==> src/rtl/plot_arbiter.sv <==
// plot_arbiter: shares the VGA adapter's single pixel-write port between two
// box-drawing requesters. Requests are granted round-robin, then the latched
// rectangle is walked row-major, one pixel per clock.
//
// Optional build macro: PLOT_ARBITER_CLIP_EN
//   defined   - pixels outside SCREEN_W x SCREEN_H are suppressed (plot=0) but
//               still take their cycle, so box timing does not change.
//   undefined - no screen compare is built; coordinates wrap at 256/128.
//
// state | meaning
// IDLE  | waiting for a request; the winner's box is latched on leaving
// LOAD  | one cycle; grant pulse to the winner
// DRAW  | one pixel per cycle, row-major over (w+1) x (h+1)
// DONE  | one cycle; done pulse, priority passes to the other requester
module plot_arbiter #(
  parameter int SZ_BITS  = 4,
  parameter int SCREEN_W = 160,
  parameter int SCREEN_H = 120
) (
  input  logic               clock,
  input  logic               reset,
  input  logic [1:0]         req,
  input  logic [7:0]         x0,
  input  logic [6:0]         y0,
  input  logic [SZ_BITS-1:0] w0,
  input  logic [SZ_BITS-1:0] h0,
  input  logic [2:0]         c0,
  input  logic [7:0]         x1,
  input  logic [6:0]         y1,
  input  logic [SZ_BITS-1:0] w1,
  input  logic [SZ_BITS-1:0] h1,
  input  logic [2:0]         c1,
  output logic [1:0]         grant,
  output logic [1:0]         done,
  output logic               busy,
  output logic [7:0]         outx,
  output logic [6:0]         outy,
  output logic [2:0]         outcolor,
  output logic               plot
);

  typedef enum logic [1:0] {
    S_IDLE = 2'd0,
    S_LOAD = 2'd1,
    S_DRAW = 2'd2,
    S_DONE = 2'd3
  } state_t;

  state_t state_q, state_d;

  logic               ptr_q;   // requester favoured when both ask
  logic               win_q;   // requester owning the current box
  logic               win_d;

  logic [7:0]         ox_q;
  logic [6:0]         oy_q;
  logic [SZ_BITS-1:0] w_q;
  logic [SZ_BITS-1:0] h_q;
  logic [2:0]         c_q;

  // cx/cy index the pixel currently on the output registers
  logic [SZ_BITS-1:0] cx_q;
  logic [SZ_BITS-1:0] cy_q;

  logic [7:0]         outx_q;
  logic [6:0]         outy_q;
  logic [2:0]         outcolor_q;
  logic               plot_q;

  logic               last_pix;
  logic               pix_next;
  logic [SZ_BITS-1:0] nx_cx;
  logic [SZ_BITS-1:0] nx_cy;
  logic [7:0]         pix_x;
  logic [6:0]         pix_y;
  logic               pix_vis;

  assign last_pix = (cx_q == w_q) && (cy_q == h_q);

  // Next-state decode and round-robin winner selection
  always_comb begin
    state_d = state_q;
    win_d   = win_q;
    case (state_q)
      S_IDLE: begin
        if (req != 2'b00) begin
          state_d = S_LOAD;
          case (req)
            2'b01:   win_d = 1'b0;
            2'b10:   win_d = 1'b1;
            default: win_d = ptr_q;
          endcase
        end
      end
      S_LOAD:  state_d = S_DRAW;
      S_DRAW:  if (last_pix) state_d = S_DONE;
      S_DONE:  state_d = S_IDLE;
      default: state_d = S_IDLE;
    endcase
  end

  // Index of the pixel to present next cycle; LOAD presents the origin
  always_comb begin
    nx_cx    = '0;
    nx_cy    = '0;
    pix_next = 1'b0;
    if (state_q == S_LOAD) begin
      pix_next = 1'b1;
    end else if ((state_q == S_DRAW) && !last_pix) begin
      pix_next = 1'b1;
      if (cx_q == w_q) begin
        nx_cx = '0;
        nx_cy = cy_q + 1'b1;
      end else begin
        nx_cx = cx_q + 1'b1;
        nx_cy = cy_q;
      end
    end
  end

`ifdef PLOT_ARBITER_CLIP_EN
  localparam logic [8:0] SCR_W = 9'(SCREEN_W);
  localparam logic [7:0] SCR_H = 8'(SCREEN_H);

  logic [8:0] sum_x;
  logic [7:0] sum_y;

  // Full-width sums so the screen compare sees the true coordinate
  always_comb begin
    sum_x   = {1'b0, ox_q} + 9'(nx_cx);
    sum_y   = {1'b0, oy_q} + 8'(nx_cy);
    pix_x   = sum_x[7:0];
    pix_y   = sum_y[6:0];
    pix_vis = (sum_x < SCR_W) && (sum_y < SCR_H);
  end
`else
  // Without clipping the coordinate simply wraps on the screen bus width
  always_comb begin
    pix_x   = ox_q + 8'(nx_cx);
    pix_y   = oy_q + 7'(nx_cy);
    pix_vis = 1'b1;
  end
`endif

  // State, box latch, scan counters and registered pixel port
  always_ff @(posedge clock) begin
    if (reset) begin
      state_q    <= S_IDLE;
      ptr_q      <= 1'b0;
      win_q      <= 1'b0;
      ox_q       <= '0;
      oy_q       <= '0;
      w_q        <= '0;
      h_q        <= '0;
      c_q        <= '0;
      cx_q       <= '0;
      cy_q       <= '0;
      outx_q     <= '0;
      outy_q     <= '0;
      outcolor_q <= '0;
      plot_q     <= 1'b0;
    end else begin
      state_q <= state_d;

      if ((state_q == S_IDLE) && (state_d == S_LOAD)) begin
        win_q <= win_d;
        cx_q  <= '0;
        cy_q  <= '0;
        if (win_d) begin
          ox_q <= x1;
          oy_q <= y1;
          w_q  <= w1;
          h_q  <= h1;
          c_q  <= c1;
        end else begin
          ox_q <= x0;
          oy_q <= y0;
          w_q  <= w0;
          h_q  <= h0;
          c_q  <= c0;
        end
      end

      if (pix_next) begin
        cx_q <= nx_cx;
        cy_q <= nx_cy;
      end

      // Clipped pixels leave the port holding the last visible pixel
      plot_q <= pix_next && pix_vis;
      if (pix_next && pix_vis) begin
        outx_q     <= pix_x;
        outy_q     <= pix_y;
        outcolor_q <= c_q;
      end

      if (state_q == S_DONE) begin
        ptr_q <= ~win_q;
      end
    end
  end

  assign grant    = (state_q == S_LOAD) ? (win_q ? 2'b10 : 2'b01) : 2'b00;
  assign done     = (state_q == S_DONE) ? (win_q ? 2'b10 : 2'b01) : 2'b00;
  assign busy     = (state_q != S_IDLE);
  assign outx     = outx_q;
  assign outy     = outy_q;
  assign outcolor = outcolor_q;
  assign plot     = plot_q;

endmodule

==> config.mk <==
export PLATFORM = sky130hd
export DESIGN_NAME = plot_arbiter
export DESIGN_NICKNAME = d
export VERILOG_FILES = /design/src/rtl/plot_arbiter.sv
export SDC_FILE = /design/constraint.sdc
export NUM_CORES = 1
export LEC_CHECK = 0
export CAP_MARGIN = 20
export CORE_MARGIN = 2
export CORE_UTILIZATION = 45
export DETAILED_ROUTE_END_ITERATION = 8
export PLACE_DENSITY = 0.81
export SETUP_SLACK_MARGIN = 0.1
export SYNTH_ARGS = -nofsm -noshare
export SYNTH_HDL_FRONTEND = slang
export SYNTH_SLANG_ARGS = --single-unit
==> constraint.sdc <==
create_clock -name clock -period 2.5 [get_ports clock]
set_input_delay 0.75 -clock clock [delete_from_list [all_inputs] [get_ports clock]]
set_output_delay 0.75 -clock clock [all_outputs]
set_load 0.005 [all_outputs]
# ---- Yosys cells after proc, flatten, opt, wreduce, memory -nomap -nowiden
# Cells that the tools add are included.
dict set report word_totals {
  ff_bits 57
  output_inout_bits 24
  elab_cells 60
}
dict set report op_classes {
  n_addsub 4
  eq_ne 8
  mux 25
  n_bitwise 1
  reduce_logical 8
}
# cell n
set ops {}
lappend ops {{$mux W4} 11}
lappend ops {{$mux W2} 5}
lappend ops {{$add A4 B1 Y4 const B} 2}
lappend ops {{$add A8 B4 Y8} 1}
lappend ops {{$eq A4 B4 Y1} 2}
lappend ops {{$mux W8} 1}
lappend ops {{$pmux W2 S4} 1}
lappend ops {{$add A7 B4 Y7} 1}
lappend ops {{$mux W7} 1}
lappend ops {{$eq A2 B1 Y1 const B} 3}
lappend ops {{$eq A2 B2 Y1 const B} 3}
lappend ops {{$reduce_bool A2 Y1} 3}
lappend ops {{$mux W1} 4}
lappend ops {{$logic_and A1 B1 Y1} 3}
lappend ops {{$mux W3} 1}
lappend ops {{$logic_not A2 Y1} 1}
lappend ops {{$pmux W1 S2} 1}
lappend ops {{$logic_not A1 Y1} 1}
lappend ops {{$not A1 Y1} 1}

# ---- Longest topological paths before layout
dict set report depth {
  word_depth 8
  ltp_mapped 13
}

# ---- Least setup slack after synthesis
# OpenSTA, ideal clock, no wires.
dict set report synth_path {
  path_type {reg-to-reg}
  start {register cx_q[3]}
  end {register outy_q[6], in the netlist outy[6]}
  setup_time_ns 0.091
  arrival_ns 2.639
  path_slack_ns -0.230
  stages_incl_launch_ff 13
  n_path_buf 1
  cell_sequence {dfxtp_1 xor2_1 nor4_2 buf_6 nand2_1 nand3_1 nor2_1 ha_1 fa_1 a21o_1 a21oi_1 o21ai_0 a311oi_1}
}
dict set report synth_between {
  elab_chain_len 7
}
# item line
set synth_rtl {}
lappend synth_rtl {{start: declaration} 62} ;# logic [SZ_BITS-1:0] cx_q;
lappend synth_rtl {{start signal: assignment} 185} ;# cx_q <= nx_cx;
lappend synth_rtl {{$eq A4 B4 Y1 (*)} {78, 111}}
lappend synth_rtl {{$logic_and A1 B1 Y1} 78} ;# assign last_pix = (cx_q == w_q) && (cy_q == h_q);
lappend synth_rtl {{$logic_not A1 Y1} 109} ;# end else if ((state_q == S_DRAW) && !last_pix) begin
lappend synth_rtl {{$logic_and A1 B1 Y1} 109}
lappend synth_rtl {{$mux W4} 109}
lappend synth_rtl {{$mux W4} 107} ;# if (state_q == S_LOAD) begin
lappend synth_rtl {{$add A7 B4 Y7} 140} ;# pix_y = oy_q + 7'(nx_cy);
lappend synth_rtl {{end signal: assignment} 193} ;# outy_q <= pix_y;
lappend synth_rtl {{end: declaration} 66} ;# logic [6:0] outy_q;
# Every way passes the cells marked *; elsewhere a longest branch is shown, timed or not.
# A chain may end at the register's enable or synchronous reset.

# ---- Worst setup path in the final report
dict set report layout_path {
  start {register cx_q[0]}
  end {register outy_q[4], in the netlist outy[4]}
}
# The elaborated chain is that of the path after synthesis.

==> results summary <==
The run finished, with violations left. The final reports fail on negative setup slack. The placed cell area is 4498 um2. Max-cap violations in this run came to 0.

The mean instance size in the synthesized netlist came out at 9.507 um2. The slew of the pin with the lowest slew margin came out at 520.2 ps. The number of DRC violations after detailed routing came out at 0. STA classifies the critical path endpoint as a flip-flop. The time the final worst path needs with I/O delays and setup is 2634 ps. The first global-routing pass estimated 14820 um of wire. The number of instances in the synthesized netlist is 346. The number of levels the H-tree was split into came out at 3. The number of synthesized flops with an enable pin came out at 0. The clock root buffer is sky130_fd_sc_hd__clkbuf_8. The final layout contains routed wiring with a total length of 10160 um.

The prevailing post-synth register cell is sky130_fd_sc_hd__dfxtp_1. The number of top-level design ports came out at 80. The final global-route overflow total came out at 0.

The critical path required time came out at 2770 ps. The number of cells on the worst reg-to-reg path came out at 12. In this run the biggest area consumer among cell types represents 34.69% of the synthesized area. STA classifies the critical path startpoint as a flip-flop.

Following the worst setup path forward leads to its endpoint at outy[4]$_SDFFE_PP0N_. The number of warnings printed during yosys synthesis is 0. The sequential cell area fraction in the yosys report came out at 34.69%. The post-route standard cell area excluding fillers came out at 5114 um2. Clock skew on the completed layout was measured at 14.05 ps. Buffers inserted during clock tree synthesis total 9. The leakage power figure is 2.062 nW. The power share of the combinational group is 57.9%. TritonCTS built the clock tree. The final-report hold violation count came out at 0.

For this design, the sink count on the clock tree is 57. For flop-to-flop paths, the worst setup slack is -130 ps. The final-layout worst hold slack is 463.7 ps.

After detailed routing, the number of vias per cell comes to 5.670. The share of cells above drive strength 1 is 34.47%. The depth of the worst hold-timing path came out at 2.

By area the synthesized netlist is led by sky130_fd_sc_hd__dfxtp_1, sky130_fd_sc_hd__mux2i_1, sky130_fd_sc_hd__a211oi_2. The longest clock path from root to sink contains 2 buffers. The most area-hungry cell type in the Yosys netlist is sky130_fd_sc_hd__dfxtp_1. The summed instance area of the synthesized netlist came out at 3289 um2.

Among all cell types in the netlist, the one instantiated most often is sky130_fd_sc_hd__dfxtp_1. The first detailed-routing pass took 4 iterations. The number of global-route vias before repair is 3109. The number of antenna diodes in the final layout is 0.

After clock tree synthesis, the clock-pin slew on the worst setup and hold paths is 80 ps. The total of flip-flops plus latches after synthesis came out at 57. The number of nets at the end of the flow is 540. The most critical setup path has its startpoint at cx_q[0]$_SDFFE_PP0P_.

The final number of setup-violating endpoints came out at 8. The portion of total power attributed to the clock network is 17.6%. The number of nets with antenna violations after detailed routing is 0. The placement row count came out at 31. The pin count of the biggest net entering global routing is 46.

The count of buffers from port buffering is 79. The initial cell density of the core came out at 45.84%. Hold repair after CTS inserted 0 buffers.

The endpoint of the most critical register-to-register path is outy[4]$_SDFFE_PP0N_. The switching portion of total power is 40.92%. The via count is 3226. The worst setup slack after placement came out at -166.3 ps. The clock latency at the later pin of the worst-skew pair is 350 ps. The number of antenna violations at the first check in global routing was 0.

The worst register-to-register path begins at cx_q[0]$_SDFFE_PP0P_. Setup repair after global routing could not meet its margin everywhere. The share of the clock period used by the worst path after layout came out at 105.4%. The final weighted congestion in routability-driven placement came out at 0.8394. The placed wire-length estimate after detailed placement came out at 6545 um.

Compared with the post-synthesis result, the final layout area differs by 55.46%. The post-synthesis net count is 421. The count of cell types in the netlist came out at 47. The die boundary height is 89.50 um. Measured against its own limit, the worst slew margin works out to 65.28%. The total core area came out at 7176 um2. The signal arrival time at the worst endpoint is 2910 ps. For this design the ratio of total power to cell area is 1084 nW/um2.

The number of max-slew violations in the final report was 0. The tightest min-delay check is of the flip-flop to flip-flop type. The highest net fanout along the worst path came out at 7. The maximum VDD drop came out at 0.4688 mV. The horizontal extent of the die is 89.50 um.

The final worst setup slack is -134.2 ps. The count of routing violations after the opening detailed-route iteration came out at 124. The type of the worst setup path is flip-flop to flip-flop. Summed over all nets, the switching power comes to 0.002268 W.

The final standard cell utilization of the core came out at 71.26%. The per-cell routed wire length is 17.86 um. The commonest cells after synthesis are sky130_fd_sc_hd__dfxtp_1, sky130_fd_sc_hd__a21oi_1, sky130_fd_sc_hd__mux2i_1, sky130_fd_sc_hd__a211oi_2. The internal power came out at 0.003275 W. The share of power burned in registers came out at 24.5%. In the synthesized netlist the async set-or-reset flop fraction comes to 0%.

Across every metal layer, demand over resource in global routing totals 24.70%. The overall die area is 8009 um2. The fmax came out at 379.6 MHz. The setup TNS is -701.6 ps.
-- registers in the layout (all words and copies together), names as in the netlist --
name	cells
ptr_q	1
c_q	3
plot	1
oy_q	7
ox_q	8
outcolor	3
cy_q	4
outy	7
win_q	1
w_q	4
outx	8
state_q	2
cx_q	4
h_q	4
-- worst max-delay path: stages, from the launching register on --
cell and delay [ps]:
sky130_fd_sc_hd__dfxtp_2 330, sky130_fd_sc_hd__xor2_1 160, sky130_fd_sc_hd__nor4_2 250, sky130_fd_sc_hd__buf_4 220, sky130_fd_sc_hd__xnor2_1 180, sky130_fd_sc_hd__nor2_1 70, sky130_fd_sc_hd__ha_2 200, sky130_fd_sc_hd__fa_2 360
sky130_fd_sc_hd__a21o_1 180, sky130_fd_sc_hd__a21oi_2 190, sky130_fd_sc_hd__xnor2_1 150, sky130_fd_sc_hd__o21ai_1 120, sky130_fd_sc_hd__a21oi_1 150
-- metal layers --
| layer | GRT usage, % | routed length, um |
|---|---|---|
| met1 | 29.44 | 4181 |
| met5 | 0 | 0 |
| met3 | 4.247 | 602 |
| met4 | 12.62 | 297 |
| met2 | 42.56 | 5081 |
-- worst min path at each step --
stage / to / slack [ps] / start
6_report: outx[5]$_SDFFE_PP0N_ / 460 / outx[5]$_SDFFE_PP0N_
2_1_floorplan: outcolor[0]$_SDFFE_PP0N_ / 450 / c_q[0]$_SDFFE_PP0P_
4_1_cts: outx[5]$_SDFFE_PP0N_ / 470 / outx[5]$_SDFFE_PP0N_
3_3_place_gp: outx[5]$_SDFFE_PP0N_ / 450 / outx[5]$_SDFFE_PP0N_
3_5_place_dp: outx[4]$_SDFFE_PP0N_ / 460 / outx[4]$_SDFFE_PP0N_
5_1_grt: outx[5]$_SDFFE_PP0N_ / 480 / outx[5]$_SDFFE_PP0N_
-- logic make-up after synthesis --
kind of cell | count (synthesis) | share of synthesized area, %
AO/OA/AOI/OAI | 118 | 26.13
XOR/XNOR | 23 | 6.124
adder cells (fa/ha/maj) | 19 | 7.683
buffers and inverters | 39 | 6.238
flip-flops | 57 | 34.69
multiplexers | 29 | 8.863
AND/OR/NAND/NOR | 61 | 10.27
-- layout make-up --
class | instances | area, um2
clock buffer | 11 | 141.4
sequential | 57 | 1159
multi-input combinational | 250 | 2238
timing repair buffer | 135 | 1328
tap | 99 | 123.9
inverter | 12 | 45.04
fill | 508 | 2062
clock inverter | 5 | 78.83
-- placed cells by master, fill, tap and decap left out, types with 4 or more instances in the layout --
| cell type | count |
|---|---|
| sky130_fd_sc_hd__a211oi_1 | 9 |
| sky130_fd_sc_hd__a211oi_2 | 21 |
| sky130_fd_sc_hd__a21oi_1 | 42 |
| sky130_fd_sc_hd__a21oi_2 | 4 |
| sky130_fd_sc_hd__buf_12 | 7 |
| sky130_fd_sc_hd__buf_4 | 44 |
| sky130_fd_sc_hd__buf_6 | 4 |
| sky130_fd_sc_hd__clkbuf_8 | 10 |
| sky130_fd_sc_hd__clkdlybuf4s50_1 | 73 |
| sky130_fd_sc_hd__dfxtp_1 | 45 |
| sky130_fd_sc_hd__dfxtp_2 | 11 |
| sky130_fd_sc_hd__ha_1 | 9 |
| sky130_fd_sc_hd__ha_4 | 6 |
| sky130_fd_sc_hd__inv_1 | 6 |
| sky130_fd_sc_hd__inv_2 | 6 |
| sky130_fd_sc_hd__mux2i_1 | 19 |
| sky130_fd_sc_hd__mux2i_2 | 7 |
| sky130_fd_sc_hd__nand2_1 | 7 |
| sky130_fd_sc_hd__nand3_1 | 15 |
| sky130_fd_sc_hd__nand4_1 | 9 |
| sky130_fd_sc_hd__nor2_1 | 5 |
| sky130_fd_sc_hd__nor3_1 | 5 |
| sky130_fd_sc_hd__o21ai_0 | 10 |
| sky130_fd_sc_hd__o21ai_1 | 6 |
| sky130_fd_sc_hd__o32ai_1 | 4 |
| sky130_fd_sc_hd__xnor2_1 | 7 |
| sky130_fd_sc_hd__xor2_1 | 11 |
-- power groups by stage --
stage                     Clock (W)  Sequential (W)  Combinational, W
after detailed placement          0         0.00134           0.00285
after CTS                  0.000973         0.00134           0.00300
after global routing        0.00102         0.00138           0.00343
after floorplan                   0         0.00131           0.00184
final                      0.000976         0.00136           0.00321
after global placement            0         0.00133           0.00277
-- metrics by stage --
step           instances  total power [W]
3_3_place_gp         542         0.004098
4_1_cts              563         0.005317
3_5_place_dp         542         0.004189
2_1_floorplan        346         0.003148
6_report             569         0.005543
5_1_grt              569         0.005818
-- timing repair --
item	CTS	global route
pin swaps	19	13
endpoints found under the setup margin	13	16
buffers inserted	5	5
gates cloned	0	1
resized for setup	43	34
Note: power is estimated with default switching activity, not from simulation.
